===== config.mk =====
export PLATFORM = sky130hd
export DESIGN_NAME = maze_build_ctrl
export DESIGN_NICKNAME = d
export VERILOG_FILES = /design/src/rtl/maze_pkg.sv /design/src/rtl/maze_range_pick.sv /design/src/rtl/maze_build_ctrl.sv
export SDC_FILE = /design/constraint.sdc
export NUM_CORES = 1
export LEC_CHECK = 0
export CORE_UTILIZATION = 50
export DETAILED_ROUTE_END_ITERATION = 8
export HOLD_SLACK_MARGIN = 0.02
export PLACE_DENSITY = 0.68
export RECOVER_POWER = 50
export SLEW_MARGIN = 20
export SYNTH_ARGS = -nofsm -noshare
export SYNTH_HDL_FRONTEND = slang
export SYNTH_SLANG_ARGS = --single-unit

===== constraint.sdc =====
create_clock -name clk -period 15.2 [get_ports clk]
set_input_delay 3.8 -clock clk [delete_from_list [all_inputs] [get_ports clk]]
set_output_delay 3.8 -clock clk [all_outputs]
set_load 0.03 [all_outputs]

===== src/rtl/maze_pkg.sv =====
// Shared maze geometry, wall-index helpers and build-state encoding.
// Used by the build controller, the wall store and the renderer.
package maze_pkg;

  function automatic int idx_width(int cols, int rows);
    int h;
    int v;
    h = cols * (rows + 1);
    v = (cols + 1) * rows;
    return $clog2((h > v) ? h : v);
  endfunction

  localparam int COLS    = 16;
  localparam int ROWS    = 10;
  localparam int H_WALLS = COLS * (ROWS + 1);
  localparam int V_WALLS = (COLS + 1) * ROWS;
  localparam int IDX_W   = idx_width(COLS, ROWS);

  // Horizontal wall above cell (r,c); r runs 0..rows so the bottom border is row 'rows'.
  function automatic int h_idx(int r, int c, int cols);
    return r * cols + c;
  endfunction

  // Vertical wall left of cell (r,c); c runs 0..cols so the right border is column 'cols'.
  function automatic int v_idx(int r, int c, int cols);
    return r * (cols + 1) + c;
  endfunction

  typedef logic [2:0] build_state_t;
  localparam build_state_t ST_IDLE      = 3'd0;
  localparam build_state_t ST_FILL_H    = 3'd1;
  localparam build_state_t ST_FILL_V    = 3'd2;
  localparam build_state_t ST_CARVE_TOP = 3'd3;
  localparam build_state_t ST_CARVE     = 3'd4;
  localparam build_state_t ST_DONE      = 3'd5;

endpackage


===== src/rtl/maze_range_pick.sv =====
// Scales a 7-bit random fraction onto 0..run_len-1: (rnd_hi * run_len) >> 7.
module maze_range_pick (
  input  logic [6:0] rnd_hi,
  input  logic [7:0] run_len,
  output logic [7:0] offset
);

  logic [14:0] product;

  assign product = {8'd0, rnd_hi} * {7'd0, run_len};
  assign offset  = product[14:7];

endmodule


===== src/rtl/maze_build_ctrl.sv =====
// Maze build sequencer: fills all walls, then carves a sidewinder maze,
// issuing exactly one wall write per cycle through a single write port.
module maze_build_ctrl #(
  parameter int COLS  = maze_pkg::COLS,
  parameter int ROWS  = maze_pkg::ROWS,
  parameter int IDX_W = maze_pkg::idx_width(COLS, ROWS)
) (
  input  logic             clk,
  input  logic             rst,
  input  logic             start,
  input  logic [7:0]       rnd,
  output logic             wr_en,
  output logic             wr_sel,
  output logic [IDX_W-1:0] wr_index,
  output logic             wr_data,
  output logic             busy,
  output logic             done
);
  import maze_pkg::*;

  localparam int H_CNT = COLS * (ROWS + 1);
  localparam int V_CNT = (COLS + 1) * ROWS;
  localparam int RW    = $clog2(ROWS);

  build_state_t     state;
  logic [IDX_W-1:0] fill_idx;
  logic [RW-1:0]    row;
  logic [7:0]       col;
  logic [7:0]       run_start;

  logic             close;
  logic [7:0]       run_len;
  logic [7:0]       offset;
  logic [7:0]       k;

  // NOTE: every always_comb output gets a value on every path, so no latch is inferred.
  always_comb begin
    close   = (col == 8'(COLS - 1)) | rnd[0];
    run_len = col - run_start + 8'd1;
    k       = run_start + offset;
  end

  maze_range_pick u_pick (
    .rnd_hi  (rnd[7:1]),
    .run_len (run_len),
    .offset  (offset)
  );

  // NOTE: state and outputs use non-blocking assignments so every register sees pre-edge values.
  always_ff @(posedge clk) begin
    if (rst) begin
      state     <= ST_IDLE;
      fill_idx  <= '0;
      row       <= '0;
      col       <= '0;
      run_start <= '0;
      wr_en     <= 1'b0;
      wr_sel    <= 1'b0;
      wr_index  <= '0;
      wr_data   <= 1'b0;
      busy      <= 1'b0;
      done      <= 1'b0;
    end else begin
      wr_en <= 1'b0;
      done  <= 1'b0;
      case (state)
        ST_IDLE, ST_DONE: begin
          // First cycle in DONE still shows busy from the last write; retire it as the done pulse.
          if (state == ST_DONE && busy) begin
            busy <= 1'b0;
            done <= 1'b1;
          end else if (start) begin
            state    <= ST_FILL_H;
            busy     <= 1'b1;
            wr_en    <= 1'b1;
            wr_sel   <= 1'b0;
            wr_index <= '0;
            wr_data  <= 1'b1;
            fill_idx <= IDX_W'(1);
          end
        end

        ST_FILL_H: begin
          wr_en    <= 1'b1;
          wr_sel   <= 1'b0;
          wr_index <= fill_idx;
          wr_data  <= 1'b1;
          if (fill_idx == IDX_W'(H_CNT - 1)) begin
            state    <= ST_FILL_V;
            fill_idx <= '0;
          end else begin
            fill_idx <= fill_idx + IDX_W'(1);
          end
        end

        ST_FILL_V: begin
          wr_en    <= 1'b1;
          wr_sel   <= 1'b1;
          wr_index <= fill_idx;
          wr_data  <= 1'b1;
          if (fill_idx == IDX_W'(V_CNT - 1)) begin
            state <= ST_CARVE_TOP;
            col   <= '0;
          end else begin
            fill_idx <= fill_idx + IDX_W'(1);
          end
        end

        ST_CARVE_TOP: begin
          wr_en    <= 1'b1;
          wr_sel   <= 1'b1;
          wr_index <= IDX_W'(v_idx(0, int'(col) + 1, COLS));
          wr_data  <= 1'b0;
          if (col == 8'(COLS - 2)) begin
            state     <= ST_CARVE;
            row       <= RW'(1);
            col       <= '0;
            run_start <= '0;
          end else begin
            col <= col + 8'd1;
          end
        end

        ST_CARVE: begin
          wr_en   <= 1'b1;
          wr_data <= 1'b0;
          if (close) begin
            wr_sel    <= 1'b0;
            wr_index  <= IDX_W'(h_idx(int'(row), int'(k), COLS));
            run_start <= col + 8'd1;
          end else begin
            wr_sel   <= 1'b1;
            wr_index <= IDX_W'(v_idx(int'(row), int'(col) + 1, COLS));
          end
          if (col == 8'(COLS - 1)) begin
            col       <= '0;
            run_start <= '0;
            if (row == RW'(ROWS - 1)) state <= ST_DONE;
            else                      row   <= row + RW'(1);
          end else begin
            col <= col + 8'd1;
          end
        end

        default: state <= ST_IDLE;
      endcase
    end
  end

endmodule


Word-level counts from Yosys, hierarchy flattened
Cells that the tools add are included.
{"block": "word_totals", "register_bits": 44, "input_bits": 11}
{"block": "op_classes", "addsub": 9, "n_mul": 2, "eq_ne": 20, "n_mux": 41, "n_bitwise": 2, "reduce_logical": 24}
{"operator": "$mux W8", "n": 13}
{"operator": "$pmux W8 S3", "n": 2}
{"operator": "$add A8 B1 Y8 const B", "n": 4}
{"operator": "$pmux W8 S4", "n": 1}
{"operator": "$add A8 B8 Y8", "n": 3}
{"operator": "$mux W3", "n": 7}
{"operator": "$ne A2 B2 Y1 const B", "n": 9}
{"operator": "$eq A8 B4 Y1 const B", "n": 2}
{"operator": "$eq A8 B8 Y1 const B", "n": 2}
{"operator": "$pmux W8 S2", "n": 1}
{"operator": "$mul A7 B8 Y15", "n": 1}
{"operator": "$pmux W3 S5", "n": 1}
{"operator": "$mux W4", "n": 3}
{"operator": "$reduce_and A3 Y1", "n": 4}
{"operator": "$reduce_or A2 Y1", "n": 5}
{"operator": "$mux W1", "n": 9}
{"operator": "$reduce_bool A3 Y1", "n": 3}
{"operator": "$mul A4 B5 Y8 const B", "n": 1}
{"operator": "$pmux W4 S2", "n": 1}
{"operator": "$reduce_and A4 Y1", "n": 2}
{"operator": "$reduce_bool A4 Y1", "n": 2}
{"operator": "$sub A8 B8 Y8", "n": 1}
{"operator": "$reduce_and A7 Y1", "n": 1}
{"operator": "$eq A3 B2 Y1 const B", "n": 2}
{"operator": "15 further kinds", "n": 18}

Logic depth before layout (Yosys ltp)
Gate-level depths: netlist of run 1.
{"block": "logic_depth", "word_depth": 7, "depth_mapped": 31, "mapped_depth_nobuf": 31}

Cells and area by module
A second synthesis of run 1 with hierarchy kept.
{"block": "unflattened", "hier_cells": 588, "area_unflattened_um2": 5032.3}
{"module": "maze_build_ctrl", "n_inst": 1, "cells_per_inst": 406, "area_each_um2": 3383.2, "seq_area_each_um2": 880.8}
{"module": "maze_range_pick", "n_inst": 1, "cells_per_inst": 182, "area_each_um2": 1649.1, "seq_area_each_um2": 0.0}

Worst setup path before layout of run 1
No wires, ideal clock.
{"block": "synth_timing", "path_type": "in2reg", "startpoint": "in rnd[7]", "endpoint": "reg wr_index[7]", "setup_time_ns": 0.079, "t_arrival_ns": 8.797, "setup_slack_ns": 6.324, "path_stages": 21, "path_buffers": 0, "path_cell_list": "and2_1 > fa_1 > fa_1 > fa_1 > inv_1 > fa_1 > inv_1 > ha_1 > a21oi_1 > o21ai_0 > o31a_1 > a21oi_1 > xnor2_1 > fa_1 > ha_1 > o21ai_0 > a21oi_1 > o21ai_0 > a21o_1 > and2_1 > o221ai_2"}
{"block": "synth_via", "elab_chain_cells": 5}
{"element": "start: declaration", "line": "maze_build_ctrl.sv:11", "source": "input logic [7:0] rnd,"}
{"element": "$mul A7 B8 Y15", "line": "maze_range_pick.sv:10", "source": "assign product = {8'd0, rnd_hi} * {7'd0, run_len};"}
{"element": "$add A8 B8 Y8", "line": "maze_build_ctrl.sv:40", "source": "k = run_start + offset;"}
{"element": "$add A8 B8 Y8", "line": "maze_pkg.sv:21", "source": "return r * cols + c;"}
{"element": "$mux W8", "line": "maze_build_ctrl.sv:127", "source": "if (close) begin"}
{"element": "$pmux W8 S4", "line": "maze_build_ctrl.sv:66", "source": "case (state)"}
{"element": "end signal: assignment", "line": "maze_build_ctrl.sv:86", "source": "wr_index <= fill_idx;"}
{"element": "end signal: assignment", "line": "maze_build_ctrl.sv:129", "source": "wr_index <= IDX_W'(h_idx(int'(row), int'(k), COLS));"}
{"element": "end signal: assignment", "line": "maze_build_ctrl.sv:133", "source": "wr_index <= IDX_W'(v_idx(int'(row), int'(col) + 1, COLS));"}
{"element": "end: declaration", "line": "maze_build_ctrl.sv:14", "source": "output logic [IDX_W-1:0] wr_index,"}
No other way between the ends.
A chain may end at the register's enable or synchronous reset.

Worst setup path in the final report of run 1
{"block": "layout_timing", "startpoint": "in rnd[4]", "endpoint": "reg wr_index[7]"}
Same word-level chain as after synthesis.

==> flow_summary_export.csv, run 1 <==
group,metric,value,unit
run_status,status,"complete, but fails checks",
synth,async_flop_share,0,
power,vdd_drop_max,0.0000834,V
critical_path,critPathLaunchType,"primary input",
synth,syn_inst,578,
sta,setup_violations,0,
layout,area_growth,9.25,%
clocking,cts_setup_buffers,0,
layout,drive_gt1_frac,0.0352,
synth,yosysWarnings,0,
synth,ys_types,59,
synth,syn-cell-area,4980,um^2
critical_path,rr_startpoint,"col[1]",
synth,synth_fp_nets,696,
routing,avgViaCountPerCell,5.66,
clocking,cts_root_buffer,"clkbuf_8",
synth,synth_most_common_cell,"ha_1",
sta,max_clock_freq,0.105,GHz
clocking,post_cts_resized,0,
global_routing,track_usage,0.250,
routing,antenna_left,0,
routing,wl_per_cell,16.1,um
worst_hold_path,hold_start,"run_start[4]",
power,cellPowerDensity,73.5,nW/um^2
critical_path,worstSetupPathType,"primary input to flip-flop",
sta,slew_violations,42,
synth,yosys_register_bits,44,
floorplanning,core-area,9730,um^2
sta,fin_worst_skew,0.00964,ns
place,gp_congestion,0.921,
critical_path,cpMostUsedCell,"fa_1",
synth,synth.largest_area_cell,"ha_1",
worst_hold_path,worst_hold_path.endpoint,"run_start[4]",
routing,dr.pass1.iters,5,
sta,finalSetupTns,0,ns
synth,synth.avg_cell_area,8.61,um^2
layout,n_antenna_cell,0,
clocking,clkSlewWorstSetupHoldPaths,0.09,ns
critical_path,rr_endpoint,"wr_index[7]",
worst_hold_path,worstHoldPathType,"flip-flop to flip-flop",
sta,fin_crit_sh,0.629,
sta,grt_setup_unrepaired,"false",
layout,nets,713,
critical_path,worstRegToRegCells,29,
synth,synth.area.top_cells,"ha_1, dfxtp_1, fa_1",
global_routing,grt_pass1_vias,4186,
critical_path,rrSetupSlack,7.49,ns
synth,seq_area_frac_synth,0.177,
layout,final_util,0.559,
critical_path,crit_path_end_kind,"flip-flop",
critical_path,critPathMaxFanout,8,
run,cap_violations,1,
floorplanning,start_util,0.512,
place,place_hpwl,9550,um
critical_path,slowest_stage,"fa_1",
sta,fin_hold_ws,0.457,ns
routing,drtIter0Drc,306,
clocking,numCtsBuffers,5,
routing,routed_wl,11800,um
floorplanning,ioPinCount,24,
routing,route.detailed.drc,0,
place,place_inst,721,
floorplanning,die_y,102,um
synth,ys.flop_type,"dfxtp_1",
routing,vias,4123,
floorplanning,dieArea,10400,um^2
worst_hold_path,min_path_cells,2,
clocking,clock_path_buffers,2,
place,port_buffers,23,
global_routing,grt_overflow,0,
critical_path,critPathMaxStageDelay,0.56,ns
floorplanning,fp-row-count,36,
layout,layout.cells.non_filler,729,
global_routing,grt_pass1_wl,20200,um
floorplanning,die_x,102,um
clocking,clock_latency,0.31,ns
synth,yosysTopAreaCellShare,0.183,
critical_path,cp.arrival,9.69,ns
synth,synth_edf_count,0,
synth,synthTopCellsByCount,"ha_1, inv_1, and2_1, dfxtp_1, a21oi_1",
global_routing,grt_max_degree,42,
sta,maxSlewHeadroom,-0.300,
sta,fin_crit,9.55,ns
sta,hold_violations,0,
sta,worst_slew_pin_slew,1.95,ns
clocking,htreeDepth,2,
clocking,cts_tree,"yes",
critical_path,required,15.34,ns
power,power_leakage,2.48,nW
global_routing,grt_antenna_before_repair,0,
critical_path,crit_path_cell_trace,"clkdlybuf4s50_1, and2_1, fa_1, fa_1, fa_1, inv_1, fa_1, inv_1, ha_1, a21oi_1, o21ai_0, o31a_1, a21oi_1, xnor2_1, fa_1, ha_1, o21ai_0, a21oi_1, o21ai_0, a21o_1, o2111ai_1, o221ai_2",
clocking,cts_hold_buf,0,
run_status,violations,"capacitance limit, slew limit",
layout,fillers,942,
clocking,cts.sinks,44,
## worst max-delay path, delay by kind of cell
kind | cells | cell delay [ns]
fa+ha+maj | 7 | 3.22
compound gates | 10 | 1.68
buf+inv | 3 | 0.62
simple gates | 1 | 0.22
xor+xnor | 1 | 0.15
## cells by family after synthesis
logic type | Yosys count | share of synthesized area
and+or+nand+nor | 184 | 0.197
AOI/OAI and AO/OA | 138 | 0.184
adders and majority gates | 107 | 0.320
buffers and inverters | 67 | 0.0518
DFF | 44 | 0.177
xor gates and xnor gates | 37 | 0.0679
muxes | 1 | 0.00201
## metrics by stage
step / setup slack, ns / cell area, um^2 / total power [mW]
6_report: 5.65 / 5440 / 0.400
5_1_grt: 5.32 / 5440 / 0.433
4_1_cts: 5.69 / 5440 / 0.403
3_5_place_dp: 5.37 / 5330 / 0.309
3_3_place_gp: 5.56 / 5330 / 0.307
2_1_floorplan: 6.32 / 4980 / 0.265
## state kept, by name, indices dropped and copies added, names as in the netlist
| register | flops |
|---|---|
| done | 1 |
| busy | 1 |
| run_start | 8 |
| wr_en | 1 |
| wr_index | 8 |
| wr_data | 1 |
| wr_sel | 1 |
| fill_idx | 8 |
| row | 4 |
| state | 3 |
| col | 8 |
## worst max path at each step
stage	from	end	slack, ns
finish	rnd[4]	wr_index[7]	5.65
global route	rnd[3]	wr_index[7]	5.32
CTS	rnd[3]	wr_index[7]	5.69
detailed placement	rnd[3]	wr_index[7]	5.37
global placement	rnd[7]	wr_index[7]	5.56
floorplan	rnd[7]	wr_index[7]	6.32
## area by class of cell
type | count | area [um^2] | share of cell area
Sequential cell | 44 | 881 | 0.162
Timing Repair Buffer | 25 | 241 | 0.0444
Inverter | 52 | 195 | 0.0359
Tap cell | 133 | 166 | 0.0306
Multi-Input combinational cell | 467 | 3840 | 0.706
Clock buffer | 5 | 68.8 | 0.0127
Clock inverter | 3 | 46.3 | 0.00851
## power breakdown
group | leakage (nW) | internal, mW | switching [mW] | total, mW
Sequential | 0.356 | 0.126 | 0.0206 | 0.147
Combinational | 2.07 | 0.0623 | 0.0968 | 0.159
Clock | 0.0548 | 0.0496 | 0.0445 | 0.0941
## layer usage
| metal | global-route usage | wire, um | vias up |
|---|---|---|---|
| met1 | 0.302 | 5060 | 1948 |
| met2 | 0.449 | 5970 | 88 |
| li1 | - | - | 2062 |
| met4 | 0.101 | 369 | 0 |
| met5 | 0 | 0 | - |
| met3 | 0.0276 | 355 | 25 |
## cells in the final DEF, fill, tap and decap left out, drive strengths merged, types with 8 or more instances in the layout
master and count:
nand3 13, dlygate4sd3 13, a211oi 9, o21ai 24, nor3 12, xnor2 27, xor2 9, a21o 11
inv 53, ha 73, a21oi 42, and2 48, a22oi 11, nand2 35, a31oi 8, dfxtp 44
fa 34, nor2 41, clkdlybuf4s50 10
No activity file was read; power rests on OpenSTA's default activity.
==> run 2, diff against run 1 <==
==> constraint.sdc (replaced) <==
create_clock -name clk -period 8.8 [get_ports clk]
set_input_delay 2.2 -clock clk [delete_from_list [all_inputs] [get_ports clk]]
set_output_delay 2.2 -clock clk [all_outputs]
set_load 0.03 [all_outputs]
==> run 2 against run 1 <==
Compared with the run above:
- the flow still finishes with violations (capacitance limit, slew limit)
- die area unchanged
- combinational power increased by 74%
- utilization increased by 0.064 points
- cell count unchanged
- highest routed layer unchanged
- first-iteration DRC count decreased by 40%
- register-to-register slack got worse by 6.3 ns
- sequential power increased by 73%
- critical endpoint unchanged
- clock skew increased by 0.00081 ns
- non-clock buffer count unchanged
==> flow_summary_export.csv, run 2 (synthesized netlist as in run 1, its figures left out) <==
group,metric,value,unit
run_status,status,"complete, but fails checks",
run_status,violations,"capacitance limit, slew limit",
critical_path,crit_start,"rnd[4]",
place,place_hpwl,9530,um
floorplanning,dieArea,10400,um^2
layout,layout_commonest_cell,"ha_1",
layout,nets,713,
clocking,cts_hold_buf,0,
critical_path,crit_path_end,"wr_index[7]",
critical_path,cp.arrival,8.03,ns
layout,final_util,0.560,
clocking,cts.sinks,44,
routing,dr.pass1.iters,7,
floorplanning,start_util,0.512,
critical_path,crit_path_end_kind,"flip-flop",
power,vdd_drop_max,0.000129,V
sta,worst_slew_pin_slew,1.91,ns
critical_path,rr_endpoint,"wr_index[7]",
layout,drive_gt1_frac,0.0352,
floorplanning,fp-row-count,36,
routing,wl_per_cell,16.3,um
power,power_leakage,2.48,nW
global_routing,grt_pass1_vias,4151,
sta,setup_violations,0,
floorplanning,die_y,102,um
clocking,cts_root_buffer,"clkbuf_8",
sta,hold_violations,0,
global_routing,track_usage,0.245,
global_routing,grt_overflow,0,
critical_path,required,8.93,ns
routing,route.detailed.drc,0,
critical_path,critPathMaxFanout,8,
critical_path,rr_startpoint,"col[1]",
worst_hold_path,worstHoldPathType,"flip-flop to flip-flop",
global_routing,grt_max_degree,42,
sta,fin_crit_sh,0.898,
sta,max_clock_freq,0.127,GHz
clocking,clock_path_buffers,2,
clocking,clock_latency,0.31,ns
routing,vias,4147,
layout,n_antenna_cell,0,
power,cellPowerDensity,129,nW/um^2
sta,slew_violations,42,
sta,fin_crit,7.90,ns
routing,routed_wl,11900,um
critical_path,worstRegToRegCells,29,
place,gp_congestion,0.902,
clocking,cts_tree,"yes",
clocking,cts_setup_buffers,0,
global_routing,grt_pass1_wl,20000,um
critical_path,rrSetupSlack,1.16,ns
floorplanning,core-area,9730,um^2
critical_path,worstSetupPathType,"primary input to flip-flop",
clocking,clkSlewWorstSetupHoldPaths,0.09,ns
sta,maxSlewHeadroom,-0.276,
run,cap_violations,1,
layout,area_growth,9.37,%
sta,fin_worst_skew,0.0104,ns
layout,layout_common_cells,"ha_1, inv_1, and2_1, dfxtp_1, a21oi_1",
global_routing,grt_antenna_before_repair,0,
worst_hold_path,hold_start,"run_start[6]",
routing,antenna_left,0,
sta,grt_setup_unrepaired,"false",
place,port_buffers,23,
floorplanning,ioPinCount,24,
routing,drtIter0Drc,184,
clocking,post_cts_resized,0,
clocking,numCtsBuffers,5,
critical_path,critPathLaunchType,"primary input",
clocking,htreeDepth,2,
sta,finalSetupTns,0,ns
floorplanning,die_x,102,um
routing,avgViaCountPerCell,5.69,
## run 2: worst min-delay path by stage
stage,end,slack [ns],cells after the start
floorplan,run_start[6],0.43,2
global placement,run_start[6],0.44,2
detailed placement,run_start[4],0.45,2
CTS,run_start[4],0.46,2
global route,run_start[6],0.49,2
finish,run_start[6],0.46,2
## run 2: stage by stage
step / setup slack (ns) / hold slack (ns) / cells / instance area, um^2 / power, mW
finish: 0.900 / 0.464 / 729 / 5450 / 0.702
global route: 0.522 / 0.493 / 729 / 5450 / 0.749
CTS: 0.908 / 0.464 / 729 / 5450 / 0.707
detailed placement: 0.607 / 0.451 / 721 / 5330 / 0.538
global placement: 0.773 / 0.443 / 721 / 5330 / 0.531
floorplan: 1.52 / 0.432 / 578 / 4980 / 0.457
## run 2: layout make-up
type	instances	area, um^2
multi-input combinational	467	3840
inverter	52	195
timing repair buffer	25	241
sequential	44	881
tap	133	166
clock buffer	6	82.6
fill	897	4280
clock inverter	2	38.8
## run 2: critical path, cell delays in order
cell and delay (ns):
clkdlybuf4s50_1 0.55, and2_1 0.22, fa_1 0.48, ha_1 0.29, inv_1 0.06, fa_1 0.53, inv_1 0.05, fa_1 0.47
ha_1 0.32, and4_1 0.16, a41oi_1 0.29, a21boi_0 0.16, o21ai_0 0.17, nand2b_1 0.09, xor2_1 0.16, ha_1 0.30
ha_1 0.19, inv_1 0.06, fa_1 0.37, nand2b_1 0.20, a21oi_1 0.18, o21ai_0 0.13, a21o_1 0.21, o2111ai_1 0.09
o221ai_2 0.12
## run 2: power by group
part / switching (mW) / leakage (nW) / internal [mW]
combinational: 0.170 / 2.07 / 0.108
sequential: 0.0374 / 0.356 / 0.218
clock: 0.0769 / 0.0614 / 0.0930
total: 0.284 / 2.48 / 0.418
## run 2: layer usage
metal	part of all wire	vias to the layer above	track usage	wire length, um
li1	-	2059	-	-
met1	0.43	1980	0.296	5080
met2	0.51	85	0.443	6040
met3	0.036	23	0.0304	433
met4	0.028	0	0.0936	334
met5	0	-	0	0
==> run 3, diff against run 2 <==
--- a/config.mk
+++ b/config.mk
@@ -8,7 +8,7 @@
 export CORE_UTILIZATION = 50
 export DETAILED_ROUTE_END_ITERATION = 8
 export HOLD_SLACK_MARGIN = 0.02
-export PLACE_DENSITY = 0.68
+export PLACE_DENSITY = 0.77
 export RECOVER_POWER = 50
 export SLEW_MARGIN = 20
 export SYNTH_ARGS = -nofsm -noshare
==> run 3 against run 2 <==
Compared with the run above:
- the run still ends with capacitance limit, slew limit left
- critical path depth fell by 3
- routed wire length fell by 4.3%
- worst setup slack got worse by 0.038 ns
- combinational power barely moved
- power fell by 6.3%
- critical endpoint unchanged
- fmax fell by 0.48%
- final area fell by 0.76%
- via count rose by 1.9%
- register-to-register slack improved by 0.03 ns
- clock power fell by 25%
- hold slack barely moved
==> flow_summary_export.csv, run 3 (synthesized netlist as in run 1, its figures left out) <==
group,metric,value,unit
run_status,status,"complete, but fails checks",
run_status,violations,"capacitance limit, slew limit",
clocking,post_cts_resized,0,
critical_path,crit_path_end_kind,"flip-flop",
sta,hold_violations,0,
sta,slew_violations,42,
sta,fin_crit_sh,0.902,
global_routing,grt_overflow,0,
global_routing,grt_pass1_vias,4170,
run,cap_violations,1,
worst_hold_path,worstHoldPathType,"flip-flop to flip-flop",
routing,avgViaCountPerCell,5.80,
floorplanning,dieArea,10400,um^2
sta,fin_worst_skew,0.00872,ns
layout,area_growth,8.54,%
floorplanning,core-area,9730,um^2
power,vdd_drop_max,0.000147,V
place,placed_cell_area,5320,um^2
power,cellPowerDensity,122,nW/um^2
clocking,clkSlewWorstSetupHoldPaths,0.09,ns
layout,drive_gt1_frac,0.0336,
floorplanning,die_x,102,um
sta,maxSlewHeadroom,-0.260,
sta,finalSetupTns,0,ns
place,place_hpwl,9040,um
floorplanning,start_util,0.512,
routing,antenna_left,0,
global_routing,grt_max_degree,42,
critical_path,cp.arrival,8.06,ns
routing,vias,4226,
critical_path,critPathLaunchType,"primary input",
routing,drtIter0Drc,231,
sta,worst_slew_pin_slew,1.89,ns
clocking,cts_root_buffer,"clkbuf_8",
sta,grt_setup_unrepaired,"false",
layout,stdcell_area,5400,um^2
clocking,cts.sinks,44,
sta,setup_violations,0,
layout,n_antenna_cell,0,
clocking,cts_hold_buf,0,
floorplanning,fp-row-count,36,
critical_path,critPathMaxFanout,8,
floorplanning,ioPinCount,24,
critical_path,worstSetupPathType,"primary input to flip-flop",
clocking,cts_setup_buffers,0,
layout,layout_commonest_cell,"ha_1",
clocking,numCtsBuffers,5,
layout,layout_common_cells,"ha_1, inv_1, and2_1, dfxtp_1, a21oi_1",
power,p_total,0.658,mW
clocking,clock_latency,0.30,ns
global_routing,grt_antenna_before_repair,0,
clocking,cts_tree,"yes",
floorplanning,die_y,102,um
place,gp_congestion,0.907,
routing,wl_per_cell,15.6,um
routing,dr.pass1.iters,5,
layout,nets,712,
critical_path,rrSetupSlack,1.19,ns
routing,routed_wl,11400,um
global_routing,track_usage,0.232,
sta,max_clock_freq,0.126,GHz
global_routing,grt_pass1_wl,19000,um
sta,fin_crit,7.94,ns
place,port_buffers,23,
critical_path,required,8.92,ns
routing,route.detailed.drc,0,
clocking,htreeDepth,2,
power,power_leakage,2.47,nW
clocking,clock_path_buffers,2,
layout,fillers,888,
[run 3: cell types whose count changed in the layout (fill, tap and decap cells not counted), sizes merged]
cell and change:
buf -1, bufinv -1, clkbuf -1, clkinv +2
[run 3: metal layers]
metal | GRT usage | vias to the layer above | wire length, um
met3 | 0.0297 | 29 | 461
met2 | 0.404 | 117 | 5530
met4 | 0.105 | 0 | 398
li1 | - | 2058 | -
met5 | 0 | - | 0
met1 | 0.284 | 2022 | 4990
[run 3: report_power, final]
group          internal [mW]  total (mW)  leakage, nW  switching (mW)
sequential             0.218       0.252        0.356          0.0346
combinational          0.108       0.278         2.06           0.169
clock                 0.0554       0.128       0.0479          0.0727
[run 3: cell type report]
cell class / count / area (um^2) / area share
well taps: 133 / 166 / 0.0308
multi-input cells: 467 / 3840 / 0.711
clock inverters: 3 / 18.8 / 0.00347
inverters: 52 / 195 / 0.0361
clock buffers: 5 / 68.8 / 0.0127
repair buffers: 24 / 234 / 0.0433
flip-flops and latches: 44 / 881 / 0.163
[run 3: critical path: stages]
cell and delay [ns]:
clkdlybuf4s50_1 0.52, and2_1 0.21, fa_1 0.51, fa_1 0.52, fa_1 0.55, inv_1 0.06
fa_1 0.54, inv_1 0.05, ha_1 0.35, a21oi_1 0.15, o21ai_0 0.13, o31a_1 0.30
a21oi_1 0.19, xnor2_1 0.16, fa_1 0.45, ha_1 0.34, o21ai_0 0.09, a21oi_1 0.07
o21ai_0 0.23, a21o_1 0.17, and2_1 0.14, o221ai_2 0.10
[run 3: final timing paths]
| kind | to | startpoint | cells after the start |
|---|---|---|---|
| hold reg to reg | run_start[6] | run_start[6] | 2 |
| setup reg to reg | wr_index[7] | col[1] | 29 |
| hold / removal | run_start[6] | run_start[6] | 2 |
| setup / recovery | wr_index[7] | rnd[7] | 22 |
[run 3: per-stage QoR]
stage                     setup WS, ns  hold WS (ns)  std cells   util
final                            0.862         0.463        728  0.555
after global routing             0.567         0.508        728  0.555
after CTS                        0.901         0.461        728  0.556
after detailed placement         0.606         0.450        720  0.547
after global placement           0.782         0.442        720  0.547
after floorplan                   1.52         0.432        578      -
